--- src/rtl/pong_sprite_engine.sv ---
// Single-sprite erase/move/redraw engine: once per frame it streams the erase pass, moves the
// sprite one pixel (bouncing off screen edges or jumping to a loaded position), then redraws it.
module pong_sprite_engine #(
  parameter int unsigned SPR_W       = 4,
  parameter int unsigned SPR_H       = 4,
  parameter int unsigned SCREEN_W    = 160,
  parameter int unsigned SCREEN_H    = 120,
  parameter int unsigned FRAME_TICKS = 833333,
  parameter logic [2:0]  BG_COLOUR   = 3'b000
) (
  input  logic       clock,
  input  logic       resetn,
  input  logic       enable,
  input  logic       ld_pos,
  input  logic [7:0] pos_x,
  input  logic [6:0] pos_y,
  input  logic [2:0] colour,
  output logic [7:0] x_out,
  output logic [6:0] y_out,
  output logic [2:0] colour_out,
  output logic       plot,
  output logic       busy,
  output logic       hit_x,
  output logic       hit_y
);

  localparam int unsigned PXW = (SPR_W > 1) ? $clog2(SPR_W) : 1;
  localparam int unsigned PYW = (SPR_H > 1) ? $clog2(SPR_H) : 1;
  localparam int unsigned FCW = (FRAME_TICKS > 2) ? $clog2(FRAME_TICKS) : 1;

  localparam logic [PXW-1:0] PX_LAST   = PXW'(SPR_W - 1);
  localparam logic [PYW-1:0] PY_LAST   = PYW'(SPR_H - 1);
  localparam logic [FCW-1:0] FC_RELOAD = FCW'(FRAME_TICKS - 1);
  localparam logic [7:0]     MAX_X     = 8'(SCREEN_W - SPR_W);
  localparam logic [6:0]     MAX_Y     = 7'(SCREEN_H - SPR_H);

  typedef enum logic [2:0] {
    StIdle,
    StErase,
    StUpdate,
    StDraw,
    StWait
  } state_e;

  state_e         state_q, state_d;
  logic [FCW-1:0] fcnt_q, fcnt_d;
  logic           tick;
  logic [PXW-1:0] px_q, px_d;
  logic [PYW-1:0] py_q, py_d;
  logic           last_pix;

  logic [7:0] cur_x_q, cur_x_d, drawn_x_q, drawn_x_d, ld_x_q, ld_x_d;
  logic [6:0] cur_y_q, cur_y_d, drawn_y_q, drawn_y_d, ld_y_q, ld_y_d;
  logic       vx_neg_q, vx_neg_d, vy_neg_q, vy_neg_d;
  logic       pend_q, pend_d;
  logic [2:0] draw_col_q, draw_col_d;
  logic       hit_x_d, hit_y_d;

  logic [7:0] x_d;
  logic [6:0] y_d;
  logic [2:0] col_d;
  logic       plot_d, busy_d;

  // Frame counter keeps running during a pass, so a tick landing mid-pass is simply lost.
  always_comb begin
    tick   = enable && (fcnt_q == '0);
    fcnt_d = fcnt_q;
    if (tick) begin
      fcnt_d = FC_RELOAD;
    end else if (enable) begin
      fcnt_d = fcnt_q - 1'b1;
    end
  end

  assign last_pix = (px_q == PX_LAST) && (py_q == PY_LAST);

  always_comb begin
    state_d = state_q;
    px_d    = px_q;
    py_d    = py_q;
    case (state_q)
      StIdle, StWait: begin
        if (tick) begin
          state_d = StErase;
          px_d    = '0;
          py_d    = '0;
        end
      end
      StErase, StDraw: begin
        if (last_pix) begin
          state_d = (state_q == StErase) ? StUpdate : StWait;
        end else if (px_q == PX_LAST) begin
          px_d = '0;
          py_d = py_q + 1'b1;
        end else begin
          px_d = px_q + 1'b1;
        end
      end
      StUpdate: begin
        state_d = StDraw;
        px_d    = '0;
        py_d    = '0;
      end
      default: state_d = StIdle;
    endcase
  end

  always_comb begin
    cur_x_d    = cur_x_q;
    cur_y_d    = cur_y_q;
    vx_neg_d   = vx_neg_q;
    vy_neg_d   = vy_neg_q;
    pend_d     = pend_q;
    ld_x_d     = ld_x_q;
    ld_y_d     = ld_y_q;
    drawn_x_d  = drawn_x_q;
    drawn_y_d  = drawn_y_q;
    draw_col_d = draw_col_q;
    hit_x_d    = 1'b0;
    hit_y_d    = 1'b0;

    if (state_q == StUpdate) begin
      if (pend_q) begin
        cur_x_d = (ld_x_q > MAX_X) ? MAX_X : ld_x_q;
        cur_y_d = (ld_y_q > MAX_Y) ? MAX_Y : ld_y_q;
        pend_d  = 1'b0;
      end else begin
        if (!vx_neg_q && (cur_x_q == MAX_X)) begin
          vx_neg_d = 1'b1;
          cur_x_d  = cur_x_q - 1'b1;
          hit_x_d  = 1'b1;
        end else if (vx_neg_q && (cur_x_q == '0)) begin
          vx_neg_d = 1'b0;
          cur_x_d  = 8'd1;
          hit_x_d  = 1'b1;
        end else begin
          cur_x_d = vx_neg_q ? cur_x_q - 1'b1 : cur_x_q + 1'b1;
        end

        if (!vy_neg_q && (cur_y_q == MAX_Y)) begin
          vy_neg_d = 1'b1;
          cur_y_d  = cur_y_q - 1'b1;
          hit_y_d  = 1'b1;
        end else if (vy_neg_q && (cur_y_q == '0)) begin
          vy_neg_d = 1'b0;
          cur_y_d  = 7'd1;
          hit_y_d  = 1'b1;
        end else begin
          cur_y_d = vy_neg_q ? cur_y_q - 1'b1 : cur_y_q + 1'b1;
        end
      end
      drawn_x_d  = cur_x_d;
      drawn_y_d  = cur_y_d;
      draw_col_d = colour;
    end

    // A load arriving on the UPDATE cycle itself is kept for the following frame.
    if (ld_pos) begin
      ld_x_d = pos_x;
      ld_y_d = pos_y;
      pend_d = 1'b1;
    end
  end

  // Outputs are registered from next-state values so each plot cycle lines up with its state.
  always_comb begin
    x_d    = '0;
    y_d    = '0;
    col_d  = '0;
    plot_d = 1'b0;
    busy_d = 1'b0;
    case (state_d)
      StErase: begin
        plot_d = 1'b1;
        busy_d = 1'b1;
        x_d    = drawn_x_q + 8'(px_d);
        y_d    = drawn_y_q + 7'(py_d);
        col_d  = BG_COLOUR;
      end
      StUpdate: begin
        busy_d = 1'b1;
      end
      StDraw: begin
        plot_d = 1'b1;
        busy_d = 1'b1;
        x_d    = cur_x_d + 8'(px_d);
        y_d    = cur_y_d + 7'(py_d);
        col_d  = draw_col_d;
      end
      default: begin
        plot_d = 1'b0;
      end
    endcase
  end

  always_ff @(posedge clock or negedge resetn) begin
    if (!resetn) begin
      state_q    <= StIdle;
      fcnt_q     <= FC_RELOAD;
      px_q       <= '0;
      py_q       <= '0;
      cur_x_q    <= '0;
      cur_y_q    <= '0;
      drawn_x_q  <= '0;
      drawn_y_q  <= '0;
      ld_x_q     <= '0;
      ld_y_q     <= '0;
      vx_neg_q   <= 1'b0;
      vy_neg_q   <= 1'b0;
      pend_q     <= 1'b0;
      draw_col_q <= '0;
      x_out      <= '0;
      y_out      <= '0;
      colour_out <= '0;
      plot       <= 1'b0;
      busy       <= 1'b0;
      hit_x      <= 1'b0;
      hit_y      <= 1'b0;
    end else begin
      state_q    <= state_d;
      fcnt_q     <= fcnt_d;
      px_q       <= px_d;
      py_q       <= py_d;
      cur_x_q    <= cur_x_d;
      cur_y_q    <= cur_y_d;
      drawn_x_q  <= drawn_x_d;
      drawn_y_q  <= drawn_y_d;
      ld_x_q     <= ld_x_d;
      ld_y_q     <= ld_y_d;
      vx_neg_q   <= vx_neg_d;
      vy_neg_q   <= vy_neg_d;
      pend_q     <= pend_d;
      draw_col_q <= draw_col_d;
      x_out      <= x_d;
      y_out      <= y_d;
      colour_out <= col_d;
      plot       <= plot_d;
      busy       <= busy_d;
      hit_x      <= hit_x_d;
      hit_y      <= hit_y_d;
    end
  end

endmodule

--- config.mk ---
export PLATFORM = sky130hd
export DESIGN_NAME = pong_sprite_engine
export DESIGN_NICKNAME = d
export VERILOG_FILES = /design/src/rtl/pong_sprite_engine.sv
export SDC_FILE = /design/constraint.sdc
export NUM_CORES = 1
export LEC_CHECK = 0
export ABC_AREA = 1
export BUFFER_PORTS_ARGS = -buffer_cell sky130_fd_sc_hd__buf_2
export CAP_MARGIN = 25
export CELL_PAD_IN_SITES_DETAIL_PLACEMENT = 1
export CELL_PAD_IN_SITES_GLOBAL_PLACEMENT = 1
export CORE_MARGIN = 1.5
export CORE_UTILIZATION = 45
export CTS_CLUSTER_SIZE = 20
export DETAILED_ROUTE_END_ITERATION = 12
export GPL_TIMING_DRIVEN = 0
export PLACE_DENSITY = 0.83
export SLEW_MARGIN = 15
export SYNTH_ARGS = -nofsm -noshare
export SYNTH_HDL_FRONTEND = slang
export SYNTH_SLANG_ARGS = --single-unit
--- constraint.sdc ---
create_clock -name clock -period 3.21 [get_ports clock]
set_input_delay 0.642 -clock clock [delete_from_list [all_inputs] [get_ports clock]]
set_output_delay 0.642 -clock clock [all_outputs]
set_load 0.1 [all_outputs]
### Word-level counts from Yosys, hierarchy flattened

Index checks and enable logic that the tools add are counted.

* input bits: 22
* flip-flop bits (word level): 100

* $lt $le $gt $ge: 2
* add/subtract/negate cells: 11
* muxes and demuxes: 46
* bitwise operators: 1
* reduce and logical (&&, ||, !) cells: 22
* equality and inequality tests: 11

Operator list (number)
* $mux 8: 6
* $mux 7: 6
* $mux 20: 2
* $logic_not 20->1: 1
* $sub 20x1->20 const B: 1
* $add 8x2->8: 2
* $mux 1: 16
* $pmux 8 s2: 1
* $mux 3: 5
* $add 7x2->7: 2
* $pmux 7 s2: 1
* $eq 3x2->1 const B: 4
* $mux 2: 6
* $pmux 2 s3: 2
* $pmux 3 s3: 1
* $add 8x1->8 const B: 1
* $eq 8x8->1 const B: 1
* $gt 8x8->1 const B: 1
* $logic_not 8->1: 1
* $reduce_bool 2->1: 4
* $sub 8x1->8 const B: 1
* $add 7x1->7 const B: 1
* $eq 7x7->1 const B: 1
* $gt 7x7->1 const B: 1
* 13 further kinds: 25

### Depth between registers and ports, before layout

* word-level depth: 8
* mapped depth: 21
* depth with buffers taken out: 21

### Least setup slack after synthesis

OpenSTA, ideal clock, no wires.

* kind: reg2reg
* start point: register cur_x_q[0]
* end point: register x_out[5]
* slack: 0.568 ns
* clock period less this slack: 2.642 ns
* setup time: 0.119 ns
* arrival time: 2.523 ns
* cell stages (with the launch flop): 21
* path through: dfrtp_1 > inv_2 > ha_1 > inv_1 > nor2_1 > nand3_1 > nand2_1 > inv_1 > nor3_1 > a21oi_1 > o21ai_0 > inv_1 > o21ai_0 > nand2_1 > o21ai_0 > ha_1 > a21oi_1 > nand3b_1 > nor2_1 > a21oi_1 > nor2_1

* longest elaborated chain between the ends: 8

Ends and longest elaborated chain
* start, declared: RTL line 52 `logic [7:0] cur_x_q, cur_x_d, drawn_x_q, drawn_x_d, ld_x_q, ld_x_d;`
* start signal, assigned: RTL line 224 `cur_x_q <= cur_x_d;`
* $add 8x1->8, or another cell as far along: RTL line 137 `cur_x_d = vx_neg_q ? cur_x_q - 1'b1 : cur_x_q + 1'b1;`
* $mux 8 / $logic_and 1x1->1 (equally long branches): RTL line 137, 132
* $mux 8: RTL line 132 `end else if (vx_neg_q && (cur_x_q == '0)) begin`
* $mux 8 (*): RTL line 128 `if (!vx_neg_q && (cur_x_q == MAX_X)) begin`
* $mux 8 (*): RTL line 123 `if (pend_q) begin`
* $mux 8 (*): RTL line 122 `if (state_q == StUpdate) begin`
* net cur_x_d[1]: RTL line 52
* $add 8x2->8 (*): RTL line 186 `x_d = cur_x_d + 8'(px_d);`
* $pmux 8 s2 (*): RTL line 172 `case (state_d)`
* net x_d[5]: RTL line 59 `logic [7:0] x_d;`
* end signal, assigned: RTL line 212 `x_out <= '0;`
* end signal, assigned: RTL line 234 `x_out <= x_d;`
* end, declared: RTL line 18 `output logic [7:0] x_out,`

The timed path passes the listed nets; every way through them passes the cells marked *.
A chain may end at the register's enable or synchronous reset.

### Worst setup path in the final report

* start point: register fcnt_q[0]
* end point: register x_out[4]

* longest elaborated chain between the ends: 6

Ends and longest elaborated chain
* start, declared: RTL line 46 `logic [FCW-1:0] fcnt_q, fcnt_d;`
* start signal, assigned: RTL line 221 `fcnt_q <= fcnt_d;`
* $logic_not 20->1 (*): RTL line 66 `tick = enable && (fcnt_q == '0);`
* $logic_and 1x1->1 (*): RTL line 66
* $mux 2 (*): RTL line 83 `if (tick) begin`
* $pmux 2 s3 (*): RTL line 81 `case (state_q)`
* net px_d[0]: RTL line 48 `logic [PXW-1:0] px_q, px_d;`
* $add 8x2->8 (on tied branches): RTL line 186, 176
* $pmux 8 s2 (*): RTL line 172
* net x_d[4]: RTL line 59

Marked as above.

==> metrics.txt <==
GPL Wtd Cong=0.9195; Max Freq=0.3255 GHz; post-synth top area share=38.81%; clk slew on worst S/H paths=0.07 ns; Worst Max-Slew Pin Slew=0.5584 ns; first-pass GRT wire length=26440 um; MaxCap Viol Count=0; post-placement cell area=6202 um^2; Residual DRC=0; Core Area=12520 um^2; drt via density=5.294; diode count=0; cts bufs inserted=9; M3 GR Usage=3.295%; EDFF count, synth=0; worst reg2reg path startpoint=fcnt_q[0]; grt met2 use=between 40 and 50%; most frequent cells in the layout=nand2_1 (201), inv_1 (94), dfrtp_1 (87); initial antenna violation count=0; Fillers=1630; 1st-pass router iterations=4; post-synthesis mux area share=0%; Max Root-Sink Buffers=2; vias=5262; Area contributors post-synth=dfrtp_1 (39%), nand2_1 (13%), inv_1 (6.3%), nand3_1 (5.8%), dfstp_2 (5.0%); crit path launch type=register; Fin Clk Skew=0.008564 ns; R2R Setup Slk=0.14 ns; met1 Use GR=32.22%; largest family of logic cells by synthesized area=simple AND/OR/NAND/NOR gates; grt peak-use layer=met2; commonest non-fill, non-tap cell in the layout=nand2_1; Wirelength per Cell=15.91 um; # IOs=between 40 and 50; setup slack at placement=-0.07241 ns; later-pin clock latency in the skew report=~0.35 ns; Slew Viols, Final=0; sequential-to-total area share from yosys stat=a little over two fifths; DP HPWL=around 12000 um; Netlist cell types=47; reg2reg end=x_out[4]; gr usage total=25.33%; cell area after layout=6561 um^2; FFs w/ async S/R, synth=100.0%; Adder-Cell Fraction of Synth Area=about 3.8%; CTS root buf=clkbuf_16; die height=115.9 um; Initial Util=45.84%; Final min period=just over 3 ns; leading area contributor after synthesis=dfrtp_1; clock tree from TritonCTS=built; synth-to-layout area growth=14.35%; number of global-route vias before repair=around 5400; Slew HR=62.38%; layout cell share with drive strength beyond 1=19.59%; crit share post-route=95.70%; Synth Flop Type=dfrtp_1; final WL=15820 um; WS Path Type=register to register; port bufs=43; crit-path max FO=4; Die X=roughly 120 um; nets=approximately 860; R2R cell count=17; Worst Hold Class=input pin to async pin; GRT Residual Overflow=0; Post-Synth Simple-Gate Area=around a third; syn_nets=798; Worst Slack Setup Final=about 0.14 ns; total die area=13440 um^2; WP data arrival=3.31 ns; post-synthesis compound-gate area fraction=a little over a tenth; H-tree depth=3; Leak=approximately 3.4 nW; DRC marker count from the first detailed-route iteration=325; CP Capture Type=register; area share of xor/xnor cells in the synthesized design=less than 1%; Yosys reg bits=100; clock sink count=100; status=finished, final reports clean; Post-Synthesis Cells=760; Crit path required time=about 3.5 ns; synthesized area=about 5700 um^2; worst vdd ir=0.2252 mV; largest net degree at the start of global routing=86; syn_area_per_cell=7.550 um^2; Setup Viol. Count Final=0; Ys Warns=0; final hold violations=0; Power Dens Cells=477.7 nW/um^2; antenna viol nets, final=0; Core Rows=41; hold_buf cts=0
==> area by class of cell <==
type	instances	area, um^2	share of cell area (%)
Tap cell	172	215.2	3.280
Buffer	18	103.9	1.583
Multi-Input combinational cell	531	2760	42.07
Sequential cell	100	2519	38.39
Inverter	111	421.7	6.426
Clock inverter	5	35.03	0.5339
Clock buffer	11	242.7	3.699
Timing Repair Buffer	46	264.0	4.024
==> Yosys cell counts (7+ instances only) <==
library cell / count
buf_2: 7
nand4_1: 12
o21ai_0: 54
a21oi_1: 30
dfstp_2: 11
nor3_1: 7
inv_1: 96
dfrtp_1: 89
inv_2: 14
ha_1: 14
nor2_2: 7
nor2_1: 74
nand3_1: 66
nand2_1: 203
==> critical path, stage by stage (launching register included) <==
cell and delay (ns):
dfrtp_1 0.41, inv_1 0.11, ha_1 0.18, nand3_1 0.11
nor3_2 0.31, nand2_2 0.12, nand2_1 0.12, o21ai_2 0.09
nor2_2 0.13, o21ai_0 0.10, o21ai_0 0.11, inv_1 0.11
ha_2 0.22, fa_1 0.40, nand3_2 0.13, nor2_4 0.05
o21ai_0 0.17, a21oi_1 0.06
==> kinds of logic (layout without fill, tap and decap cells) <==
family / after synthesis / in the layout
flip-flops: 100 / 100
buffers and inverters: 129 / 191
AND/OR/NAND/NOR: 405 / 405
XOR/XNOR: 3 / 3
adder cells (fa/ha/maj): 16 / 16
AO/OA/AOI/OAI: 107 / 107
==> flip-flops by register name, summed over array words and instances, names as in the netlist, 2 cells and up <==
name        flops
state_q         3
y_out           7
cur_x_q         8
px_q            2
cur_y_q         7
x_out           8
py_q            2
ld_y_q          7
drawn_y_q       7
colour_out      3
drawn_x_q       8
fcnt_q         20
draw_col_q      3
ld_x_q          8
==> metal layers <==
metal  vias to the layer above  part of all wire [%]
met5                         -                     0
li1                       2544                     -
met2                        94                    50
met4                         0                   2.5
met3                        25                   3.1
met1                      2599                    44
==> what timing repair did <==
item,CTS,global route
pin swaps,1,5
endpoints found under the setup margin,2,10
setup buffers,0,2
gates resized for setup,2,25
==> power by group <==
| part | leakage (nW) | internal [W] | switching (W) |
|---|---|---|---|
| clock network | 0.136 | 0.000549 | 0.000496 |
| logic | 1.99 | 0.000171 | 0.000365 |
| registers | 1.29 | 0.00143 | 0.000125 |
| total | 3.41 | 0.00215 | 0.000987 |
==> stage by stage <==
stage / hold slack (ns) / utilization [%] / total power [W] / setup TNS, ns / instances
finish: 0.1097 / 52.42 / 0.003134 / 0 / 994
global route: 0.1099 / 52.42 / 0.003305 / -0.04520 / 994
CTS: 0.1082 / 51.80 / 0.003152 / 0 / 992
detailed placement: 0.4735 / 49.55 / 0.002092 / -0.09201 / 976
global placement: 0.4664 / 49.28 / 0.002033 / 0 / 975
floorplan: 0.3464 / - / 0.001911 / 0 / 760
==> worst max path at each step <==
| stage | start | endpoint | slack [ns] |
|---|---|---|---|
| 4_1_cts | cur_x_q[0] | x_out[5] | 0.02 |
| 5_1_grt | fcnt_q[0] | x_out[4] | -0.04 |
| 2_1_floorplan | cur_x_q[0] | x_out[5] | 0.57 |
| 3_5_place_dp | cur_x_q[0] | x_out[5] | -0.07 |
| 3_3_place_gp | cur_x_q[0] | x_out[5] | 0.05 |
| 6_report | fcnt_q[0] | x_out[4] | 0.14 |
No activity file was read; power rests on OpenSTA's default activity.
